**src/rtl/cache_fill_pkg.sv**
```systemverilog
// Shared definitions for the cache miss-fill arbiter.
//   state_t   : FSM encoding (IDLE, FILL)
//   ARB_FIXED : lowest requesting channel index wins
//   ARB_RR    : round-robin starting at the rotating pointer
//   blk_off_w : number of byte-offset bits inside one block
package cache_fill_pkg;

  typedef enum logic {
    ST_IDLE = 1'b0,
    ST_FILL = 1'b1
  } state_t;

  localparam int ARB_FIXED = 0;
  localparam int ARB_RR    = 1;

  function automatic int blk_off_w(input int words, input int data_w);
    return $clog2(words * (data_w / 8));
  endfunction

endpackage

```
**src/rtl/fill_arb_pick.sv**
```systemverilog
// Combinational winner select for the fill arbiter.
//   i_req      : per-channel request vector
//   i_mask     : channels excluded from this pick
//   i_rr_ptr   : first index examined in round-robin mode
//   i_mode     : 0 = fixed priority (index 0 highest), 1 = round-robin
//   o_grant_oh : one-hot winner
//   o_idx      : winner index
//   o_vld      : at least one eligible request
module fill_arb_pick #(
  parameter int NUM_CH = 2,
  parameter int IDX_W  = 1
) (
  input  logic [NUM_CH-1:0] i_req,
  input  logic [NUM_CH-1:0] i_mask,
  input  logic [IDX_W-1:0]  i_rr_ptr,
  input  logic              i_mode,
  output logic [NUM_CH-1:0] o_grant_oh,
  output logic [IDX_W-1:0]  o_idx,
  output logic              o_vld
);

  logic [NUM_CH-1:0] w_elig;

  assign w_elig = i_req & ~i_mask;

  // Walk the channels starting at 0 (fixed) or at the pointer (round-robin),
  // wrapping once; the first eligible channel found wins.
  always_comb begin
    int j;
    j          = 0;
    o_grant_oh = '0;
    o_idx      = '0;
    o_vld      = 1'b0;
    for (int k = 0; k < NUM_CH; k++) begin
      j = i_mode ? (int'(i_rr_ptr) + k) : k;
      if (j >= NUM_CH) j = j - NUM_CH;
      if (!o_vld && w_elig[j]) begin
        o_vld         = 1'b1;
        o_idx         = IDX_W'(j);
        o_grant_oh[j] = 1'b1;
      end
    end
  end

endmodule

```
**src/rtl/cache_fill_arbiter.sv**
```systemverilog
// Miss-fill controller shared by NUM_CH caches. Picks one pending miss,
// reads its block word by word from a pipelined memory (up to MAX_OUTST
// reads in flight), streams each returned word into the granted cache and
// writes that cache's metadata with the last word. A new fill can be
// granted on the last word of the current one, so fills run back to back.
//   clk, rst_n              : clock, asynchronous active-low reset
//   miss_req / miss_addr    : per-channel miss and its byte address
//   fill_data / fill_addr   : returned word and its byte address
//   fill_data_we/meta_we    : one-hot data / metadata write enables
//   mem_en / mem_addr       : memory read issue
//   mem_data / mem_vld      : memory return, in issue order
//   stall, idle             : pipeline stall, high while in IDLE
//   dbg_state               : current FSM state
module cache_fill_arbiter
  import cache_fill_pkg::*;
#(
  parameter int NUM_CH        = 2,
  parameter int ADDR_W        = 16,
  parameter int DATA_W        = 16,
  parameter int WORDS_PER_BLK = 8,
  parameter int MAX_OUTST     = 4,
  parameter int ARB_MODE      = ARB_FIXED
) (
  input  logic                     clk,
  input  logic                     rst_n,
  input  logic [NUM_CH-1:0]        miss_req,
  input  logic [NUM_CH*ADDR_W-1:0] miss_addr,
  output logic [DATA_W-1:0]        fill_data,
  output logic [ADDR_W-1:0]        fill_addr,
  output logic [NUM_CH-1:0]        fill_data_we,
  output logic [NUM_CH-1:0]        fill_meta_we,
  output logic                     mem_en,
  output logic [ADDR_W-1:0]        mem_addr,
  input  logic [DATA_W-1:0]        mem_data,
  input  logic                     mem_vld,
  output logic                     stall,
  output logic                     idle,
  output state_t                   dbg_state
);

  localparam int CNT_W = $clog2(WORDS_PER_BLK) + 1;
  localparam int IDX_W = (NUM_CH > 1) ? $clog2(NUM_CH) : 1;
  localparam int OFF_W = blk_off_w(WORDS_PER_BLK, DATA_W);

  localparam logic [ADDR_W-1:0] STRIDE_A  = ADDR_W'(DATA_W / 8);
  localparam logic [ADDR_W-1:0] BLK_MASK  = ~((ADDR_W'(1) << OFF_W) - ADDR_W'(1));
  localparam logic [CNT_W-1:0]  CNT_ONE   = CNT_W'(1);
  localparam logic [CNT_W-1:0]  CNT_FULL  = CNT_W'(WORDS_PER_BLK);
  localparam logic [CNT_W-1:0]  CNT_LAST  = CNT_W'(WORDS_PER_BLK - 1);
  localparam logic [IDX_W-1:0]  IDX_ONE   = IDX_W'(1);
  localparam logic [31:0]       MAX_OUT_U = 32'(MAX_OUTST);

  // Grant is held one-hot; it drives the write enables and the
  // back-to-back mask directly. Reset value is all zero.
  state_t              r_state,      w_state_nxt;
  logic [NUM_CH-1:0]   r_grant_oh,   w_grant_oh_nxt;
  logic [ADDR_W-1:0]   r_base,       w_base_nxt;
  logic [CNT_W-1:0]    r_issue_cnt,  w_issue_cnt_nxt;
  logic [CNT_W-1:0]    r_recv_cnt,   w_recv_cnt_nxt;
  logic [IDX_W-1:0]    r_rr_ptr,     w_rr_ptr_nxt;

  logic                w_in_fill;
  logic [CNT_W-1:0]    w_outst;
  logic                w_issue;
  logic                w_recv;
  logic                w_last;
  logic [NUM_CH-1:0]   w_mask;
  logic [NUM_CH-1:0]   w_pick_oh;
  logic [IDX_W-1:0]    w_pick_idx;
  logic                w_pick_vld;
  logic [ADDR_W-1:0]   w_pick_addr;

  assign w_in_fill = (r_state == ST_FILL);
  assign w_outst   = r_issue_cnt - r_recv_cnt;
  assign w_issue   = w_in_fill && (r_issue_cnt < CNT_FULL) && (32'(w_outst) < MAX_OUT_U);
  // Returns beyond what was issued (including anything arriving in IDLE)
  // are stray and dropped.
  assign w_recv    = w_in_fill && mem_vld && (r_recv_cnt < r_issue_cnt);
  assign w_last    = w_recv && (r_recv_cnt == CNT_LAST);

  // Only the last-word re-arbitration excludes the channel just served.
  assign w_mask      = w_in_fill ? r_grant_oh : '0;
  assign w_pick_addr = miss_addr[int'(w_pick_idx)*ADDR_W +: ADDR_W];

  fill_arb_pick #(
    .NUM_CH (NUM_CH),
    .IDX_W  (IDX_W)
  ) u_pick (
    .i_req      (miss_req),
    .i_mask     (w_mask),
    .i_rr_ptr   (r_rr_ptr),
    .i_mode     (ARB_MODE == ARB_RR),
    .o_grant_oh (w_pick_oh),
    .o_idx      (w_pick_idx),
    .o_vld      (w_pick_vld)
  );

  always_ff @(posedge clk or negedge rst_n) begin
    if (!rst_n) begin
      r_state     <= ST_IDLE;
      r_grant_oh  <= '0;
      r_base      <= '0;
      r_issue_cnt <= '0;
      r_recv_cnt  <= '0;
      r_rr_ptr    <= '0;
    end else begin
      r_state     <= w_state_nxt;
      r_grant_oh  <= w_grant_oh_nxt;
      r_base      <= w_base_nxt;
      r_issue_cnt <= w_issue_cnt_nxt;
      r_recv_cnt  <= w_recv_cnt_nxt;
      r_rr_ptr    <= w_rr_ptr_nxt;
    end
  end

  always_comb begin
    logic take;
    take            = 1'b0;
    w_state_nxt     = r_state;
    w_grant_oh_nxt  = r_grant_oh;
    w_base_nxt      = r_base;
    w_issue_cnt_nxt = r_issue_cnt;
    w_recv_cnt_nxt  = r_recv_cnt;
    w_rr_ptr_nxt    = r_rr_ptr;
    unique case (r_state)
      ST_IDLE: begin
        if (w_pick_vld) begin
          take        = 1'b1;
          w_state_nxt = ST_FILL;
        end
      end
      ST_FILL: begin
        if (w_issue) w_issue_cnt_nxt = r_issue_cnt + CNT_ONE;
        if (w_recv)  w_recv_cnt_nxt  = r_recv_cnt + CNT_ONE;
        if (w_last) begin
          w_issue_cnt_nxt = '0;
          w_recv_cnt_nxt  = '0;
          if (w_pick_vld) take = 1'b1;
          else            w_state_nxt = ST_IDLE;
        end
      end
      default: w_state_nxt = ST_IDLE;
    endcase
    if (take) begin
      w_grant_oh_nxt = w_pick_oh;
      w_base_nxt     = w_pick_addr & BLK_MASK;
      w_rr_ptr_nxt   = (int'(w_pick_idx) == NUM_CH - 1) ? '0 : (w_pick_idx + IDX_ONE);
    end
  end

  assign mem_en       = w_issue;
  assign mem_addr     = w_issue ? (r_base + ADDR_W'(r_issue_cnt) * STRIDE_A) : r_base;
  assign fill_data    = w_recv ? mem_data : '0;
  assign fill_addr    = w_recv ? (r_base + ADDR_W'(r_recv_cnt) * STRIDE_A) : '0;
  assign fill_data_we = w_recv ? r_grant_oh : '0;
  assign fill_meta_we = w_last ? r_grant_oh : '0;
  assign idle         = !w_in_fill;
  assign stall        = w_in_fill || (|miss_req);
  assign dbg_state    = r_state;

endmodule

```
**config.mk**
```make
export PLATFORM = sky130hd
export DESIGN_NAME = cache_fill_arbiter
export DESIGN_NICKNAME = d
export VERILOG_FILES = /design/src/rtl/cache_fill_pkg.sv /design/src/rtl/fill_arb_pick.sv /design/src/rtl/cache_fill_arbiter.sv
export SDC_FILE = /design/constraint.sdc
export NUM_CORES = 1
export LEC_CHECK = 0
export BUFFER_PORTS_ARGS = -buffer_cell sky130_fd_sc_hd__buf_2
export CAP_MARGIN = 15
export CORE_ASPECT_RATIO = 0.7
export CORE_MARGIN = 2
export CORE_UTILIZATION = 49
export DETAILED_ROUTE_END_ITERATION = 16
export GPL_TIMING_DRIVEN = 0
export HOLD_SLACK_MARGIN = 0.12
export PLACE_DENSITY = 0.87
export SLEW_MARGIN = 10
export SYNTH_ARGS = -nofsm -noshare
export SYNTH_HDL_FRONTEND = slang
export SYNTH_SLANG_ARGS = --single-unit
```
**constraint.sdc**
```tcl
create_clock -name clk -period 6.7 [get_ports clk]
set_input_delay 1.34 -clock clk [delete_from_list [all_inputs] [get_ports clk]]
set_output_delay 1.34 -clock clk [all_outputs]
set_load 0.01 [all_outputs]
```
==> impl_metrics.ini <==
[timing]
final-setup-viol-count = 0
slew_viol_final = 0
tns_ns = 0
setup_ws_ns = 2.72
finalCritPeriodShare_pct = 59.5
worstMarginPinSlew_ns = 0.548
finClkSkew_ns = 0.00227
final.min_clock_period_ns = 3.98
slew_headroom_pct = 63.1
fmax_mhz = 251
finalHoldViolCount = 0
grt_setup_unrepaired = no

[critical_path]
path_cells = inv_1 > ha_1 > nor2b_1 > o21a_1 > o2111ai_1 > inv_2 > buf_2 > nand3_1 > xnor2_1 > buf_2
critPathKind = flop to output port
cp_max_fo = 10
critPathMaxStageDelay_ns = 0.49
arrival_ns = 2.64
cp_num_cells = 10
endpoint_kind = output port
required_ns = 5.36
critPathSlowestCell = o2111ai_1
r2r_cells = 8
timing.critical_path.buf_inv = 4
cp-start-kind = flop
cpLargestDelayFamily = buffers and inverters
cpMostUsedCell = buf_2

[placed_design]
place_ws_ns = 2.86
gp_congestion = 0.874
placed_cell_area_um2 = 2530
dp_hpwl_mm = 3.90
port_buffers = 98

[grt]
grt_pass1_vias = 1704
grt_usage_pct = 21.4
grt_max_degree = 24
antenna_found_initial = 0
grt-ovfl-total = 0
grt_pass1_wl_mm = 7.65

[floorplanning]
coreArea_um2 = 3900
floorplan.rows = 19
die_h_um = 57.1
initial_utilization_pct = 50.7
die_w_um = 79.9
die_area_um2 = 4560
ios = 109

[power_and_ir_drop]
p_leak_nw = 1.35
peakVddDrop_uv = 218
power.density_nw_per_um2 = 421

[yosys]
syn_area_per_cell_um2 = 8.94
synthCells = 221
syn_area_um2 = 1980
synth.distinct_cells = 37
yosysWarnings = 0
ys_seq_elements = 23
yosysSeqAreaShare_pct = 29.1

[worst_hold_path]
holdPathStages = 1
hp-class = flop to flop

[layout]
nets = 388
fin_area_um2 = 2580
utilization_pct = 66.2
layout_commonest_cell = buf_2
drive_above_1_share_pct = 42.6
diodes = 0
most-common-layout-cells = buf_2, nor2_1, dfrtp_1
area_growth_pct = 30.6

[routing]
detail_route.drc_violations = 0
routedWlPerCell_um = 13.1
dr.pass1.iters = 4
ant_nets = 0
via_per_inst = 5.18
vias = 1948
drt_iter0_markers = 164
routed_wl_mm = 4.94

[cts]
root_buffer = clkbuf_8
clkSinkCount = 23
cts_tree = built
hold_buffers = 0
ctsResizeCount = 0
cts_max_level = 1
clk_latency_ns = 0.26
path_clk_slew_ns = 0.08
numCtsBuffers = 3
post-cts-setup-buffers = 0
clockBufferDepth = 2

[run_status]
status = finished, final reports clean

[flow_run]
cap_violations = 0
[sequential cells by signal, summed over array words and instances, names as in the netlist]
register / cells
dbg_state: 1
r_issue_cnt: 4
r_recv_cnt: 4
r_grant_oh: 2
r_base: 12
[final cells by class]
type	count	area, um2
Fill cell	342	1320
Timing Repair Buffer	98	490
Sequential cell	23	576
Multi-Input combinational cell	177	1300
Tap cell	52	65.1
Inverter	10	37.5
Clock buffer	4	45.0
Buffer	12	65.1
[path summary, 6_finish.rpt]
kind | start | endpoint | slack [ns]
min | r_grant_oh[1]$_DFFE_PN0P_ | r_grant_oh[1]$_DFFE_PN0P_ | 0.50
min reg2reg | r_grant_oh[1]$_DFFE_PN0P_ | r_grant_oh[1]$_DFFE_PN0P_ | 0.50
max reg2reg | r_recv_cnt[1]$_DFFE_PN0P_ | r_base[6]$_DFFE_PN0P_ | 4.28
min in group asynchronous | rst_n | dbg_state$_DFF_PN0_ | 1.04
max | r_recv_cnt[1]$_DFFE_PN0P_ | mem_addr[14] | 2.72
max in group asynchronous | rst_n | r_base[4]$_DFFE_PN0P_ | 5.31
[cell usage after synthesis, drive strengths merged]
cell type | instances | share of area [%]
dfrtp | 23 | 29
xor2 | 6 | 2.7
a21o | 2 | 0.76
ha | 10 | 6.3
nand3 | 7 | 1.8
o211a | 1 | 0.51
inv | 10 | 1.9
o211ai | 1 | 0.63
and4 | 1 | 0.44
o21ai | 7 | 2.0
or3 | 2 | 0.63
buf | 5 | 2.0
mux2 | 27 | 17
and2 | 22 | 7.0
o21a | 2 | 0.76
o2111ai | 1 | 0.44
nand2 | 16 | 3.0
nand4 | 9 | 2.8
o32a | 1 | 1.1
nor2 | 28 | 5.4
conb | 1 | 0.19
a22oi | 1 | 0.38
nand3b | 3 | 1.1
nor2b | 1 | 0.32
a311oi | 1 | 0.44
and3 | 2 | 0.63
a21oi | 5 | 1.3
nor3 | 3 | 0.76
xnor2 | 16 | 7.1
clkbuf | 7 | 1.3
[metal layers]
| layer | up-vias | GRT usage (%) | wire length [um] |
|---|---|---|---|
| li1 | 959 | - | - |
| met1 | 884 | 30.6 | 2210 |
| met2 | 97 | 33.2 | 2160 |
| met3 | 8 | 5.06 | 501 |
| met4 | 0 | 4.84 | 58 |
| met5 | - | 0 | 0 |
[kinds of logic after synthesis]
group / after synthesis / share of synthesized area, %
buffers and inverters: 22 / 5.19
other: 1 / 0.190
XOR/XNOR: 22 / 9.75
AND/OR/NAND/NOR: 94 / 24.0
adder cells (fa/ha/maj): 10 / 6.33
multiplexers: 27 / 17.1
AO/OA/AOI/OAI: 22 / 8.30
flip-flops: 23 / 29.1
[metrics by stage]
stage	instances	total power, mW	hold WS [ns]
5_1_grt	376	1.18	0.524
3_5_place_dp	372	0.990	0.491
6_report	376	1.09	0.500
2_1_floorplan	222	0.758	0.450
3_3_place_gp	372	0.971	0.461
4_1_cts	376	1.08	0.509
[power breakdown]
part | switching [mW] | total (mW) | leakage (nW) | internal (mW)
sequential | 0.0740 | 0.276 | 0.278 | 0.202
clock | 0.0436 | 0.0860 | 0.0228 | 0.0424
combinational | 0.394 | 0.723 | 1.05 | 0.329
total | 0.512 | 1.09 | 1.35 | 0.573
Power figures use the tool's default switching activity.
